==> config.mk <==
export PLATFORM = sky130hd
export DESIGN_NAME = chiplib_pri_queue_egress
export DESIGN_NICKNAME = d
export VERILOG_FILES = /design/src/rtl/chiplib_pri_queue_pkg.sv /design/src/rtl/chiplib_skid_buf.sv /design/src/rtl/chiplib_pri_queue_egress.sv
export SDC_FILE = /design/constraint.sdc
export NUM_CORES = 1
export LEC_CHECK = 0
export ABC_CLOCK_PERIOD_IN_PS = 14000
export BUFFER_PORTS_ARGS = -buffer_cell sky130_fd_sc_hd__buf_4
export CAP_MARGIN = 20
export CORE_MARGIN = 1
export CORE_UTILIZATION = 40
export DETAILED_ROUTE_END_ITERATION = 8
export GPL_ROUTABILITY_DRIVEN = 0
export GPL_TIMING_DRIVEN = 0
export SLEW_MARGIN = 5
export SYNTH_ARGS = -nofsm -noshare
export SYNTH_HDL_FRONTEND = slang
export SYNTH_HIERARCHICAL = 1
export SYNTH_SLANG_ARGS = --single-unit
==> constraint.sdc <==
create_clock -name clk -period 14 [get_ports clk]
set_input_delay 0.7 -clock clk [delete_from_list [all_inputs] [get_ports clk]]
set_output_delay 0.7 -clock clk [all_outputs]
set_load 0.05 [all_outputs]
==> src/rtl/chiplib_pri_queue_pkg.sv <==
// Shared constants and helpers for the chiplib priority-queue blocks.
// Latency: none; declarations only.
// Backpressure: not applicable.
package chiplib_pri_queue_pkg;

  localparam int PopCountWidth = 32;

  // Skid buffer depth: slot0 drives the output, slot1 absorbs one stalled pop.
  localparam logic [1:0] SkidDepth = 2'd2;

  // Pacing gate: either pacing is off or the interval counter has run out.
  function automatic logic pace_allows(input logic pace_en, input logic pcnt_zero);
    return !pace_en || pcnt_zero;
  endfunction

endpackage

==> src/rtl/chiplib_skid_buf.sv <==
// Two-entry registered valid/ready buffer; slot0 drives the output, slot1 is the skid slot.
// Latency: a push is visible on vld_o/dat_o the cycle after it is written.
// Backpressure: holds dat_o stable while rdy_i=0; the writer must not push when full.
module chiplib_skid_buf
  import chiplib_pri_queue_pkg::*;
#(
  parameter int Width = 8
) (
  input  logic             clk,
  input  logic             rst,
  input  logic             push_i,
  input  logic [Width-1:0] push_dat_i,
  output logic             vld_o,
  input  logic             rdy_i,
  output logic [Width-1:0] dat_o,
  output logic [1:0]       occ_o
);

  logic [1:0]       occ_q, occ_d, occ_after;
  logic [Width-1:0] slot0_q, slot0_d, slot1_q, slot1_d;
  logic             fire;

  assign vld_o = (occ_q != 2'd0);
  assign dat_o = slot0_q;
  assign occ_o = occ_q;
  assign fire  = vld_o && rdy_i;

  // Apply the output fire first (shift slot1 down), then write the push into the new tail.
  always_comb begin
    slot0_d   = slot0_q;
    slot1_d   = slot1_q;
    occ_after = occ_q;
    if (fire) begin
      slot0_d   = slot1_q;
      occ_after = occ_q - 2'd1;
    end
    if (push_i) begin
      if (occ_after == 2'd0) begin
        slot0_d = push_dat_i;
      end else begin
        slot1_d = push_dat_i;
      end
    end
    occ_d = occ_after + {1'b0, push_i};
  end

  // Occupancy is the only state that needs reset; slot contents are don't-care when empty.
  always_ff @(posedge clk) begin
    if (rst) begin
      occ_q <= 2'd0;
    end else begin
      occ_q <= occ_d;
    end
  end

  // Slot data registers.
  always_ff @(posedge clk) begin
    slot0_q <= slot0_d;
    slot1_q <= slot1_d;
  end

  a_occ_max: assert property (@(posedge clk) disable iff (rst) occ_q <= SkidDepth);
  a_no_overflow: assert property (@(posedge clk) disable iff (rst)
    !(push_i && (occ_q == SkidDepth) && !fire));

endmodule

==> src/rtl/chiplib_pri_queue_egress.sv <==
// Drains the priority-queue head into a registered valid/ready stream, with optional pop pacing.
// Latency: queue head to out_valid is 1 cycle.
// Backpressure: out_ready only stalls the 2-entry buffer; pops stop once it is full, never combinationally.
module chiplib_pri_queue_egress
  import chiplib_pri_queue_pkg::*;
#(
  parameter int DataWidth     = 64,
  parameter int PriorityWidth = 16,
  parameter int PaceWidth     = 8
) (
  input  logic                     clk,
  input  logic                     rst,
  input  logic                     q_empty,
  input  logic [DataWidth-1:0]     q_data,
  input  logic [PriorityWidth-1:0] q_pri,
  output logic                     q_pop,
  output logic                     out_valid,
  input  logic                     out_ready,
  output logic [DataWidth-1:0]     out_data,
  output logic [PriorityWidth-1:0] out_pri,
  input  logic                     cfg_pace_en,
  input  logic [PaceWidth-1:0]     cfg_pace_interval,
  output logic [PopCountWidth-1:0] pop_count
);

  typedef struct packed {
    logic [PriorityWidth-1:0] pri;
    logic [DataWidth-1:0]     data;
  } entry_t;

  entry_t                   head_ent, out_ent;
  logic [1:0]               occ;
  logic                     pace_ok;
  logic [PaceWidth-1:0]     pcnt_q, pcnt_d, pace_load;
  logic [PopCountWidth-1:0] pop_count_q, pop_count_d;

  assign head_ent = '{pri: q_pri, data: q_data};
  assign pace_ok  = pace_allows(cfg_pace_en, pcnt_q == '0);
  assign q_pop    = !rst && !q_empty && (occ < SkidDepth) && pace_ok;

  // Interval 0 and 1 both mean "every cycle", so the reload saturates at zero.
  assign pace_load = (cfg_pace_interval == '0) ? '0 : cfg_pace_interval - PaceWidth'(1);

  chiplib_skid_buf #(
    .Width($bits(entry_t))
  ) u_skid (
    .clk        (clk),
    .rst        (rst),
    .push_i     (q_pop),
    .push_dat_i (head_ent),
    .vld_o      (out_valid),
    .rdy_i      (out_ready),
    .dat_o      (out_ent),
    .occ_o      (occ)
  );

  assign out_data  = out_ent.data;
  assign out_pri   = out_ent.pri;
  assign pop_count = pop_count_q;

  // Reload the pacing counter on every pop, otherwise count down to zero; bump the pop counter.
  always_comb begin
    pcnt_d      = pcnt_q;
    pop_count_d = pop_count_q;
    if (q_pop) begin
      pcnt_d      = pace_load;
      pop_count_d = pop_count_q + PopCountWidth'(1);
    end else if (pcnt_q != '0) begin
      pcnt_d = pcnt_q - PaceWidth'(1);
    end
  end

  // Pacing counter and wrapping pop counter registers.
  always_ff @(posedge clk) begin
    if (rst) begin
      pcnt_q      <= '0;
      pop_count_q <= '0;
    end else begin
      pcnt_q      <= pcnt_d;
      pop_count_q <= pop_count_d;
    end
  end

  a_no_pop_empty: assert property (@(posedge clk) disable iff (rst) !(q_pop && q_empty));
  a_stall_stable: assert property (@(posedge clk) disable iff (rst)
    (out_valid && !out_ready) |=> (out_valid && $stable(out_data) && $stable(out_pri)));

endmodule

== Yosys cells after proc, flatten, opt, wreduce, memory -nomap -nowiden ==
Index checks and enable logic that the tools add are counted.

* Input bits: 93
* Output and inout port bits: 114
* Word-level logic and storage cells: 34
* Register bits: 202

* $lt $le $gt $ge: 1
* Mux-type cells: 7
* Add/subtract/negate cells: 5
* Bitwise gates (word level): 1
* Reductions and logical operators: 15

{| class="wikitable"
|+ Operators by type and width
! cell !! number
|-
| $mux 80 || 3
|-
| $add 32x1->32 const B || 1
|-
| $mux 8 || 3
|-
| $logic_not 8->1 || 2
|-
| $sub 8x1->8 const B || 2
|-
| $reduce_bool 8->1 || 1
|-
| $logic_and 1x1->1 || 4
|-
| $reduce_bool 2->1 || 2
|-
| $logic_not 1->1 || 3
|-
| $add 2x1->2 || 1
|-
| $logic_not 2->1 || 1
|-
| $lt 2x2->1 const B || 1
|-
| $mux 2 || 1
|-
| $reduce_and 2->1 || 1
|-
| $sub 2x1->2 const B || 1
|-
| $logic_or 1x1->1 || 1
|-
| $not 1->1 || 1
|}

== Longest topological paths before layout ==
Gate-level depths: netlist (run 1).

* Word-level depth: 6
* Mapped depth: 11
* Mapped depth without buffers: 9

== Hierarchy ==
The synthesis (run 1) kept the hierarchy.

{| class="wikitable"
|+ By module, submodules not included
! module !! instances !! area an instance (um2) !! sequential area each (um2) !! cells an instance
|-
| chiplib_skid_buf || 1 || 6921.6 || 4043.9 || 355
|-
| chiplib_pri_queue_egress || 1 || 2214.6 || 800.8 || 260
|}

== Worst setup path after synthesis (run 1) ==
OpenSTA, ideal clock, no wires.

* Path type: reg2reg
* Start: reg pcnt_q[3]
* End: reg u_skid.slot1_q[0], enable pin
* Arrival time: 5376 ps
* Cell stages (with the launch flop): 9
* Path buffers: 2
* Required time: 13481 ps
* Path slack: 8105 ps
* Period minus slack after synthesis: 5895 ps
* Library setup time: 519 ps
* Path through: dfxtp_1 -> or4_1 -> buf_2 -> o31ai_4 -> nand2_1 -> inv_1 -> buf_2 -> inv_1 -> nor2_1

* Longest elaborated chain between the ends: 4

{| class="wikitable"
|+ RTL lines
! what !! RTL line !! source
|-
| start: declaration || chiplib_pri_queue_egress.sv:34 || <nowiki>logic [PaceWidth-1:0] pcnt_q, pcnt_d, pace_load;</nowiki>
|-
| start signal: assignment || chiplib_pri_queue_egress.sv:79 || <nowiki>pcnt_q <= pcnt_d;</nowiki>
|-
| $logic_not 8->1 || chiplib_pri_queue_egress.sv:38 || <nowiki>assign pace_ok = pace_allows(cfg_pace_en, pcnt_q == '0);</nowiki>
|-
| $logic_or 1x1->1 || chiplib_pri_queue_pkg.sv:13 || <nowiki>return !pace_en || pcnt_zero;</nowiki>
|-
| $logic_and 1x1->1 || chiplib_pri_queue_egress.sv:39 || <nowiki>assign q_pop = !rst && !q_empty && (occ < SkidDepth) && pace_ok;</nowiki>
|-
| via q_pop || chiplib_pri_queue_egress.sv:16 || <nowiki>output logic q_pop,</nowiki>
|-
| $reduce_and 2->1 (no source line) || n/a ||
|-
| end signal: assignment || chiplib_skid_buf.sv:59 || <nowiki>slot1_q <= slot1_d;</nowiki>
|-
| end: declaration || chiplib_skid_buf.sv:20 || <nowiki>logic [Width-1:0] slot0_q, slot0_d, slot1_q, slot1_d;</nowiki>
|}

The timed path passes the listed nets, and every way through them passes these cells.
A chain may end at the register's enable or synchronous reset.

== Worst setup path in the final report (run 1) ==
* Start: reg pcnt_q[3]
* End: out q_pop

* Longest elaborated chain between the ends: 3

{| class="wikitable"
|+ RTL lines
! what !! RTL line
|-
| $logic_not 8->1 || chiplib_pri_queue_egress.sv:38
|-
| $logic_or 1x1->1 || chiplib_pri_queue_pkg.sv:13
|-
| $logic_and 1x1->1 || chiplib_pri_queue_egress.sv:39
|-
| end: declaration || chiplib_pri_queue_egress.sv:16
|}

Every way passes these cells.

==> impl_results.md, run 1 <==
* Outcome: finished, final reports clean
* Worst path required time at 13300 ps
* Placed Area at approximately 11000 um^2
* Minimum clock period at 3580 ps
* Fill count at between 1500 and 2000
* Worst vdd ir at between 0.09 and 0.1 mV
* Post-DP HPWL at roughly 15000 um
* Max_cap viols at 0
* Flop2flop setup slack at 10720 ps
* Final period utilization at ~26%
* Post-Synthesis Cells at approximately 600
* Initial antenna violation count at 0
* Yosys cell types at around 50
* Row Count at between 50 and 60
* DRC at 0
* First-pass GRT wire length at 32200 um
* PwrDens at approximately 240 nW/um^2
* Reg-to-Reg Start: pcnt_q[3]
* Min-delay src: q_data[27]
* Nets at 948
* Synth async-reset ratio at 0%
* Post-CTS Setup Repair Bufs at 0
* Area of the core at ~22000 um^2
* Crit-path max FO at 13
* Final Hold Fails at 0
* Hold buffers post-CTS at 0
* I/O Buffers at a little over 200
* Initial DRT Pass Iterations at 4
* Worst-skew pair later-pin latency at 490 ps
* Initial DRC Count at 257
* Clk slew on worst S/H paths at around 60 ps
* Static Leak at 5.31 nW
* Mapped Area at ~9100 um^2
* Ports at between 200 and 250
* Cell Count, Final, Fillers Out at 1146
* Starting Density at around 41%
* R2r endpoint: u_skid/slot1_q[31]
* Share of cells above drive strength 1 at between 50% and 60%
* Root Driver: clkbuf_16
* Final WS setup at between 10000 and 15000 ps
* TritonCTS clock tree: done
* Post-synth net total at approximately 710
* Pin count of the biggest net entering global routing at 30
* Routed WL per cell at between 15 and 20 um
* Critical path capture point type: output pin
* Synth warnings at 6
* Setup CP Type: flop to output pin
* Vias in the first global route at roughly 6000
* Relative slew margins at approximately half
* Post-route cell area at 11800 um^2
* Die Span Y at 153 um
* Setup WS pre-CTS at roughly 11000 ps
* #FFs+latches synth at between 200 and 250
* Fmax at around 280 MHz
* Hold depth at 1
* Final setup vio count at 0
* Main synth FF type: dfxtp_1
* Critical Path AT at 2880 ps
* Worst-Margin Slew at between 700 and 800 ps
* Worst reg2reg path depth at 10
* Worst min-delay path category: input pin to flop
* Clk buf depth at 3
* Chip Width at around 150 um
* CP startpoint kind: flop
* Vias per cell at ~5.0
* Clk_skew at ~8.2 ps
* Antenna diodes at 0
* Dpl cells at between 1000 and 1500
* TritonCTS Buffers at 23
* Final hold slack at between 300 and 400 ps
* RSZ-0062 raised after global routing: false
* Hold Path Sink: u_skid/slot1_q[27]
* Synth-to-Final Area Change at 29.2%
* Routed Antenna Nets at 0
* H-tree depth at 1
* Routed WL at 20400 um
* Die area at 23400 um^2
* Max Slew Vio Count at 0
* Post-synthesis sequential area ratio at a little over half
* Clock sink count at slightly above 200
* Post-synth EDFFs at 80
* Grt ovf at 0
* All-layer global routing usage at 17.0%
* Post-route setup TNS at 0 ps
* Via count at ~5700
* Syn Area/Cell at 14.9 um^2
* Post-CTS sizing at 0
## cells in the final DEF (no fill, tap or decap), drive strengths merged, types with 2 or more instances in the layout
master   instances
a2111oi          2
a21oi            7
and2             5
and3             6
and4             4
buf            232
clkbuf          44
clkinv           3
dfxtp          122
edfxtp          80
ha               6
inv             13
mux2           161
mux2i            2
nand2           17
nand2b           4
nand3           13
nand3b           3
nand4           12
nand4b           2
nor2            40
nor2b            2
nor3             9
nor4            16
o21ai            5
o31ai            2
o32ai            2
or3              3
xnor2           21
xor2            17
## cells in the mapped netlist (8+ instances only)
cell type	n	area [um^2]
buf_12	17	340
nand3_1	13	65.1
nor2_1	40	150
nand2_1	16	60.1
nor4_1	9	56.3
mux2_4	158	2370
xnor2_1	21	184
xor2_1	17	149
inv_1	12	45.0
nand4_1	12	75.1
edfxtp_1	80	2400
nor3_1	8	40.0
dfxtp_1	122	2440
## routing by layer
metal / wire (um) / GRT usage [%] / vias up
met5: 0 / 0 / -
met3: 1250 / 3.86 / 30
met2: 9820 / 29.3 / 164
li1: - / - / 2719
met1: 8960 / 21.6 / 2784
met4: 335 / 4.14 / 0
## worst max-delay path by stage
stage / start / to / slack [ps] / cells past startpoint
after global routing: pcnt_q[3] / q_pop / 10240 / 7
after floorplan: pcnt_q[3] / u_skid/slot1_q[0] / 8100 / 8
after detailed placement: pcnt_q[3] / u_skid/slot1_q[31] / 10750 / 10
after global placement: rst / u_skid/slot1_q[22] / 6000 / 7
final: pcnt_q[3] / q_pop / 10420 / 7
after CTS: pcnt_q[3] / q_pop / 10410 / 7
## worst max-delay path, cell delays in order, from the launching register on
cell	delay [ps]
dfxtp_1	350
or4_1	530
buf_2	190
o31ai_4	350
nand2_1	200
inv_1	160
buf_2	340
buf_4	270
## state kept, by name, summed over array words and instances (netlist names)
register and flops:
u_skid/dat_o 80, u_skid/slot1_q 80, pop_count 32, pcnt_q 8, u_skid/occ_o 2
## report_power, final
| part | internal (W) | switching, W |
|---|---|---|
| clock network | 0.000335 | 0.000230 |
| logic | 0.000657 | 0.000756 |
| registers | 0.000775 | 0.0000863 |
| total | 0.00177 | 0.00107 |
## cells by family (layout without fill, tap and decap cells)
kind of cell	count (synthesis)	count (layout)	share of synthesized area (%)
adders and majority gates	6	6	0.822
AOI/OAI and AO/OA	23	23	1.96
buffers and inverters	42	293	4.92
muxes	163	163	26.6
DFF	202	202	53.0
and+or+nand+nor	141	141	9.08
xor gates and xnor gates	38	38	3.64
## metrics by stage
step           power, W  utilization, %
3_5_place_dp    0.00229            50.2
6_report        0.00284            53.4
3_3_place_gp    0.00225            49.9
2_1_floorplan   0.00194               -
4_1_cts         0.00287            53.4
5_1_grt         0.00296            53.4
## layout make-up
class                           instances  area, um^2  share of cell area [%]
Buffer                                 30         404                    3.42
Clock buffer                           37         648                    5.49
Clock inverter                          5        53.8                   0.456
Inverter                               12        45.0                   0.382
Multi-Input combinational cell        371        3850                    32.6
Sequential cell                       202        4840                    41.0
Tap cell                              280         350                    2.97
Timing Repair Buffer                  209        1610                    13.6
(Power assumes the default switching activity.)
==> run 2: changes to the inputs <==
--- a/config.mk
+++ b/config.mk
@@ -5,7 +5,7 @@
 export SDC_FILE = /design/constraint.sdc
 export NUM_CORES = 1
 export LEC_CHECK = 0
-export ABC_CLOCK_PERIOD_IN_PS = 14000
+export ABC_CLOCK_PERIOD_IN_PS = 2900
 export BUFFER_PORTS_ARGS = -buffer_cell sky130_fd_sc_hd__buf_4
 export CAP_MARGIN = 20
 export CORE_MARGIN = 1
==> constraint.sdc (replaced) <==
create_clock -name clk -period 2.9 [get_ports clk]
set_input_delay 0.145 -clock clk [delete_from_list [all_inputs] [get_ports clk]]
set_output_delay 0.145 -clock clk [all_outputs]
set_load 0.05 [all_outputs]
==> impl_results.md, run 2 (synthesis results as in run 1) <==
* Commonest non-fill, non-tap cells in the layout: 208 x buf_4, 158 x mux2_4, 122 x dfxtp_1 (was 206 x buf_4, 158 x mux2_4, 122 x dfxtp_1)
* Max_cap viols at 0 (unchanged)
* TritonCTS Buffers at 24 (was 23)
* Worst path cell trace: or4_1 -> buf_6 -> o31ai_4 -> nand2_2 -> inv_2 -> buf_12 -> inv_4 -> nor2_4 -> buf_16 -> buf_12 (was or4_1 -> buf_2 -> o31ai_4 -> nand2_1 -> inv_1 -> buf_2 -> buf_4)
* Static Leak at 5.75 nW (was 5.31 nW)
* Slowest cell on crit path: or4_1 (unchanged)
* Vias per cell at 4.89 (was 4.97)
* Initial antenna violation count at 0 (unchanged)
* Critical path capture point type: flop (was output pin)
* Ports at 207 (unchanged)
* TritonCTS clock tree: done (unchanged)
* Metal2 WL at 10100 um (was 9820 um)
* RSZ-0062 raised after global routing: false (unchanged)
* Dpl cells at 1104 (unchanged)
* Antenna diodes at 0 (unchanged)
* Vias in the first global route at 6316 (was 6004)
* Outcome: finished, final reports clean (unchanged)
* Worst min-delay path category: input pin to flop (unchanged)
* Final hold slack at 94.1 ps (was 388 ps)
* Critical Path AT at 2930 ps (was 2880 ps)
* Via count at 6047 (was 5697)
* Reg power frac at 29.4% (was 30.3%)
* Net Sw Power at 0.00525 W (was 0.00107 W)
* Relative slew margins at 50.9% (was 52.0%)
* Int Pwr at 0.00888 W (was 0.00177 W)
* Worst-Margin Slew at 730 ps (was 714 ps)
* Met1 wire length at 9160 um (was 8960 um)
* Routed Antenna Nets at 0 (unchanged)
* Post-CTS sizing at 0 (unchanged)
* Clock network fraction of total power at 21.2% (was 19.9%)
* Worst-skew pair later-pin latency at 510 ps (was 490 ps)
* Uppermost layer routed: met4 (unchanged)
* Final setup vio count at 0 (unchanged)
* All-layer global routing usage at 17.7% (was 17.0%)
* Die Span Y at 153 um (unchanged)
* Grt ovf at 0 (unchanged)
* Share of cells above drive strength 1 at 46.9% (was 50.3%)
* Net Sw Frac at 37.2% (was 37.8%)
* Clk buf depth at 3 (unchanged)
* Most common cell after layout, fill and taps aside: buf_4 (unchanged)
* Routed WL per cell at 16.9 um (was 17.8 um)
* Flop2flop setup slack at 170 ps (was 10720 ps)
* Clk slew on worst S/H paths at 60 ps (about the same)
* Crit-path max FO at 27 (was 13)
* Initial DRT Pass Iterations at 4 (unchanged)
* Worst vdd ir at 0.414 mV (was 0.0953 mV)
* Largest stage delay, worst path at 560 ps (was 530 ps)
* Nets at 1037 (was 948)
* Pin count of the biggest net entering global routing at 28 (was 30)
* Routed WL at 20900 um (was 20400 um)
* Post-route setup TNS at 0 ps (unchanged)
* Area of the core at 22100 um^2 (unchanged)
* Worst path required time at 3100 ps (was 13300 ps)
* Clock sink count at 202 (unchanged)
* Root Driver: clkbuf_16 (unchanged)
* CP startpoint kind: flop (unchanged)
* H-tree depth at 1 (unchanged)
* First-pass GRT wire length at 33500 um (was 32200 um)
* Fill count at 1751 (was 1885)
* Final Hold Fails at 0 (unchanged)
* Setup CP Type: flop to flop (was flop to output pin)
* Post-route cell area at 12800 um^2 (was 11800 um^2)
* Fmax at 366 MHz
* Die area at 23400 um^2 (unchanged)
* PwrDens at 1100 nW/um^2 (was 241 nW/um^2)
* Max Slew Vio Count at 0 (unchanged)
* Comb pwr share at 49.4% (was 49.8%)
* Minimum clock period at about 2700 ps
* Cell Count, Final, Fillers Out at 1236 (was 1146)
* I/O Buffers at 206 (unchanged)
* Synth-to-Final Area Change at 40.3% (was 29.2%)
* Row Count at 54 (unchanged)
* Met3 WL at 1270 um (was 1250 um)
* Clk_skew at 10.2 ps (was 8.21 ps)
* Post-DP HPWL at 14500 um (was 14600 um)
* Starting Density at 41.4% (unchanged)
* DRC at 0 (unchanged)
* Initial DRC Count at 183 (was 257)
* Final period utilization at around 94%
* Cell mode on critical path: buf_12 (was buf_2)
* Placed Area at 11100 um^2 (about the same)
* Chip Width at 153 um (unchanged)
-- run 2: worst paths after layout --
path	cells past startpoint	start	endpoint
setup / recovery	10	pcnt_q[6]	u_skid/slot1_q[38]
hold / removal	4	q_empty	pop_count[0]
setup reg to reg	10	pcnt_q[6]	u_skid/slot1_q[38]
hold reg to reg	2	pop_count[30]	pop_count[30]
-- run 2: per-stage QoR --
| stage | power (W) | setup slack [ps] | utilization (%) |
|---|---|---|---|
| global placement | 0.0109 | -1180 | 50.1 |
| detailed placement | 0.0111 | -158 | 50.4 |
| global route | 0.0147 | 22.1 | 58.0 |
| finish | 0.0141 | 171 | 58.0 |
| CTS | 0.0142 | 162 | 58.0 |
| floorplan | 0.00941 | -357 | - |
-- run 2: critical path: cells and delay by family, from the launching register on --
family                 cells  cell delay [ps]
buffers and inverters      6              910
DFF                        1              330
AOI/OAI and AO/OA          1              300
and+or+nand+nor            3              870
-- run 2: area by class of cell --
type | instances | area [um^2] | area share [%]
well taps | 280 | 350 | 2.73
repair buffers | 297 | 2500 | 19.5
clock buffers | 33 | 696 | 5.43
plain buffers | 30 | 425 | 3.32
clock inverters | 11 | 105 | 0.820
inverters | 12 | 47.5 | 0.371
multi-input cells | 371 | 3850 | 30.1
flip-flops and latches | 202 | 4840 | 37.8
-- run 2: timing repair --
| action | CTS | global route |
|---|---|---|
| setup endpoints to repair | 27 | 0 |
| hold buffers | 86 | 0 |
| buffers inserted | 2 | 0 |
| hold endpoints to repair | 168 | 0 |
-- run 2: power groups by stage --
stage / clock network, W / registers (W) / logic (W)
6_report: 0.00300 / 0.00415 / 0.00698
4_1_cts: 0.00308 / 0.00416 / 0.00700
3_5_place_dp: 0 / 0.00422 / 0.00686
5_1_grt: 0.00321 / 0.00424 / 0.00729
2_1_floorplan: 0 / 0.00623 / 0.00318
3_3_place_gp: 0 / 0.00417 / 0.00673
-- run 2: metal layers --
metal,vias up,track usage [%]
met5,-,0
met4,0,4.86
met3,35,4.20
met2,179,30.1
met1,2941,22.3
li1,2892,-
==> run 3: changes to the inputs <==
--- a/config.mk
+++ b/config.mk
@@ -5,6 +5,7 @@
 export SDC_FILE = /design/constraint.sdc
 export NUM_CORES = 1
 export LEC_CHECK = 0
+export ABC_AREA = 1
 export ABC_CLOCK_PERIOD_IN_PS = 2900
 export BUFFER_PORTS_ARGS = -buffer_cell sky130_fd_sc_hd__buf_4
 export CAP_MARGIN = 20
==> impl_results.md, run 3 <==
* First-pass GRT wire length at 44600 um (was 33500 um)
* Clk slew on worst S/H paths at 60 ps (about the same)
* Row Count at 55 (was 54)
* Worst vdd ir at 0.539 mV (was 0.414 mV)
* Post-route setup TNS at 0 ps (unchanged)
* Initial antenna violation count at 1 (was 0)
* R2r endpoint: u_skid/slot1_q[25] (was u_skid/slot1_q[38])
* Commonest non-fill, non-tap cells in the layout: 485 x nand2_1, 208 x buf_4, 122 x dfxtp_1 (was 208 x buf_4, 158 x mux2_4, 122 x dfxtp_1)
* Post-synth net total at 1272 (was 714)
* Mapped Area at 9330 um^2 (was 9140 um^2)
* Setup WS pre-CTS at 182 ps (was -158 ps)
* Vias in the first global route at 8562 (was 6316)
* Final hold slack at 33.8 ps (was 94.1 ps)
* Final Hold Fails at 0 (unchanged)
* Grt ovf at 0 (unchanged)
* Critical Path AT at 2920 ps (was 2930 ps)
* Worst-Margin Slew at 766 ps (was 730 ps)
* Most frequent cell after synthesis: nand2_1 (was mux2_4)
* All-layer global routing usage at 23.4% (was 17.7%)
* Routed WL per cell at 15.5 um (was 16.9 um)
* Die area at 23900 um^2 (was 23400 um^2)
* Via count at 9081 (was 6047)
* Min-delay src: cfg_pace_interval[7] (was q_empty)
* Max_cap viols at 0 (unchanged)
* Vias per cell at 4.98 (was 4.89)
* Initial DRC Count at 568 (was 183)
* Synth warnings at 6 (unchanged)
* Final setup vio count at 0 (unchanged)
* CP startpoint kind: flop (unchanged)
* Max Slew Vio Count at 0 (unchanged)
* Post-Synthesis Cells at 1173 (was 615)
* PwrDens at 1100 nW/um^2 (about the same)
* TritonCTS clock tree: done (unchanged)
* Pin count of the biggest net entering global routing at 22 (was 28)
* Flop2flop setup slack at 210 ps (was 170 ps)
* Clk_skew at 12.2 ps (was 10.2 ps)
* Worst min-delay path category: input pin to flop (unchanged)
* Slowest cell on crit path: a21boi_4 (was or4_1)
* Area of the core at 22800 um^2 (was 22100 um^2)
* TritonCTS Buffers at 24 (unchanged)
* Final WS setup at 208 ps (was 171 ps)
* Worst reg2reg path depth at 10 (unchanged)
* Commonest cells post-synth: 485 x nand2_1, 122 x dfxtp_1, 118 x nand3_1 (was 158 x mux2_4, 122 x dfxtp_1, 80 x edfxtp_1)
* Post-synth EDFFs at 80 (unchanged)
* Clk buf depth at 3 (unchanged)
* DRC at 0 (unchanged)
* Routed WL at 28300 um (was 20900 um)
* Largest stage delay, worst path at 650 ps (was 560 ps)
* H-tree depth at 1 (unchanged)
* Worst path cell trace: nor2_1 -> nand2_1 -> nor2_4 -> nor2_4 -> nor2_8 -> buf_12 -> buf_8 -> a21boi_4 -> buf_16 -> buf_16 (was or4_1 -> buf_6 -> o31ai_4 -> nand2_2 -> inv_2 -> buf_12 -> inv_4 -> nor2_4 -> buf_16 -> buf_12)
* Minimum clock period at 2690 ps (was 2730 ps)
* Nets at 1590 (was 1037)
* Critical path capture point type: flop (unchanged)
* Synth-to-Final Area Change at 39.4% (was 40.3%)
* Outcome: finished, final reports clean (unchanged)
* Initial DRT Pass Iterations at 5 (was 4)
* Area fraction of the dominant cell type after synthesis at 26.2% (was 26.7%)
* Worst-skew pair later-pin latency at 510 ps (about the same)
* Hold depth at 4 (unchanged)
* Share of cells above drive strength 1 at 20.9% (was 46.9%)
* Hold Path Sink: pcnt_q[7] (was pop_count[0])
* Most common cell after layout, fill and taps aside: nand2_1 (was buf_4)
* Routed Antenna Nets at 0 (unchanged)
* Syn Area/Cell at 7.95 um^2 (was 14.9 um^2)
* Crit-path max FO at 19 (was 27)
* Root Driver: clkbuf_16 (unchanged)
* Setup CP Type: flop to flop (unchanged)
* Main synth FF type: dfxtp_1 (unchanged)
* Chip Width at 155 um (was 153 um)
* #FFs+latches synth at 202 (unchanged)
* Yosys cell types at 33 (was 49)
* Area leader, netlist: dfxtp_1 (unchanged)
* Largest cells by area after synthesis: dfxtp_1 26%, edfxtp_1 26%, nand2_1 20%, nand3_1 6.3%, nand4_1 5.7% (was dfxtp_1 27%, edfxtp_1 26%, mux2_4 26%, buf_12 3.7%, xnor2_1 2.0%)
* Reg-to-Reg Start: pcnt_q[5] (was pcnt_q[6])
* Final period utilization at 92.8% (was 94.1%)
* Worst path required time at 3120 ps (was 3100 ps)
* I/O Buffers at 206 (unchanged)
* Starting Density at 40.9% (was 41.4%)
* RSZ-0062 raised after global routing: false (unchanged)
* Cell Count, Final, Fillers Out at 1823 (was 1236)
* Die Span Y at 155 um (was 153 um)
* Post-route cell area at 13000 um^2 (was 12800 um^2)
* Post-CTS Setup Repair Bufs at 0 (was 2)
* Fmax at 371 MHz (was 366 MHz)
* Post-synthesis sequential area ratio at 52.0% (was 53.0%)
* Ports at 207 (unchanged)
* Post-DP HPWL at 18900 um (was 14500 um)
* Static Leak at 5.81 nW (was 5.75 nW)
* Dpl cells at 1696 (was 1104)
* Placed Area at 11400 um^2 (was 11100 um^2)
* Relative slew margins at 48.8% (was 50.9%)
* Synth async-reset ratio at 0% (unchanged)
* Clock sink count at 202 (unchanged)
## run 3: worst max path at each step
stage | endpoint | start
after floorplan | u_skid/slot1_q[0] | pcnt_q[1]
after global placement | u_skid/slot1_q[46] | pcnt_q[1]
after detailed placement | u_skid/slot1_q[23] | pcnt_q[5]
after CTS | u_skid/slot1_q[11] | pcnt_q[7]
after global routing | u_skid/slot1_q[13] | pcnt_q[5]
final | u_skid/slot1_q[25] | pcnt_q[5]
## run 3: what timing repair did
action | 4_1_cts | 5_1_grt
hold endpoints to repair | 167 | 0
resized for setup | 0 | 0
hold buffers | 82 | 0
## run 3: power by group
part / switching [W] / internal [W] / total, W
Combinational: 0.00500 / 0.00222 / 0.00722
Sequential: 0.000405 / 0.00379 / 0.00420
Clock: 0.00116 / 0.00171 / 0.00287
Total: 0.00656 / 0.00773 / 0.0143
## run 3: logic make-up (layout without fill, tap and decap cells)
logic type / Yosys count / after routing / synth area share (%)
buffers and inverters: 123 / 459 / 6.57
other: 0 / 1 / 0
adder cells (fa/ha/maj): 6 / 6 / 0.805
XOR/XNOR: 12 / 12 / 1.13
AND/OR/NAND/NOR: 785 / 785 / 37.0
AO/OA/AOI/OAI: 45 / 45 / 2.58
flip-flops: 202 / 202 / 52.0
## run 3: critical path, delay by kind of cell, from the launching register on
kind / cells / cell delay, ps
compound gates: 1 / 650
buf+inv: 4 / 730
flops: 1 / 320
simple gates: 5 / 660
## run 3: stage by stage
stage	utilization, %	power (W)
3_5_place_dp	50.1	0.0114
6_report	57.1	0.0143
5_1_grt	57.1	0.0151
4_1_cts	57.1	0.0144
3_3_place_gp	49.7	0.0113
2_1_floorplan	-	0.00920
## run 3: layout make-up
| class | count | area (um^2) |
|---|---|---|
| diodes | 1 | 2.50 |
| clock buffers | 41 | 736 |
| well taps | 313 | 392 |
| flip-flops and latches | 202 | 4840 |
| inverters | 51 | 191 |
| plain buffers | 72 | 442 |
| fillers | 2130 | 9780 |
| multi-input cells | 848 | 3900 |
| clock inverters | 3 | 18.8 |
| repair buffers | 292 | 2480 |
## run 3: metal layers
metal  GRT usage [%]  routed length, um  share of wire [%]
met5               0                  0                  0
met4            7.50                837                3.0
met3            3.33               1600                5.7
met2            38.8              13200                 47
met1            31.4              12600                 45
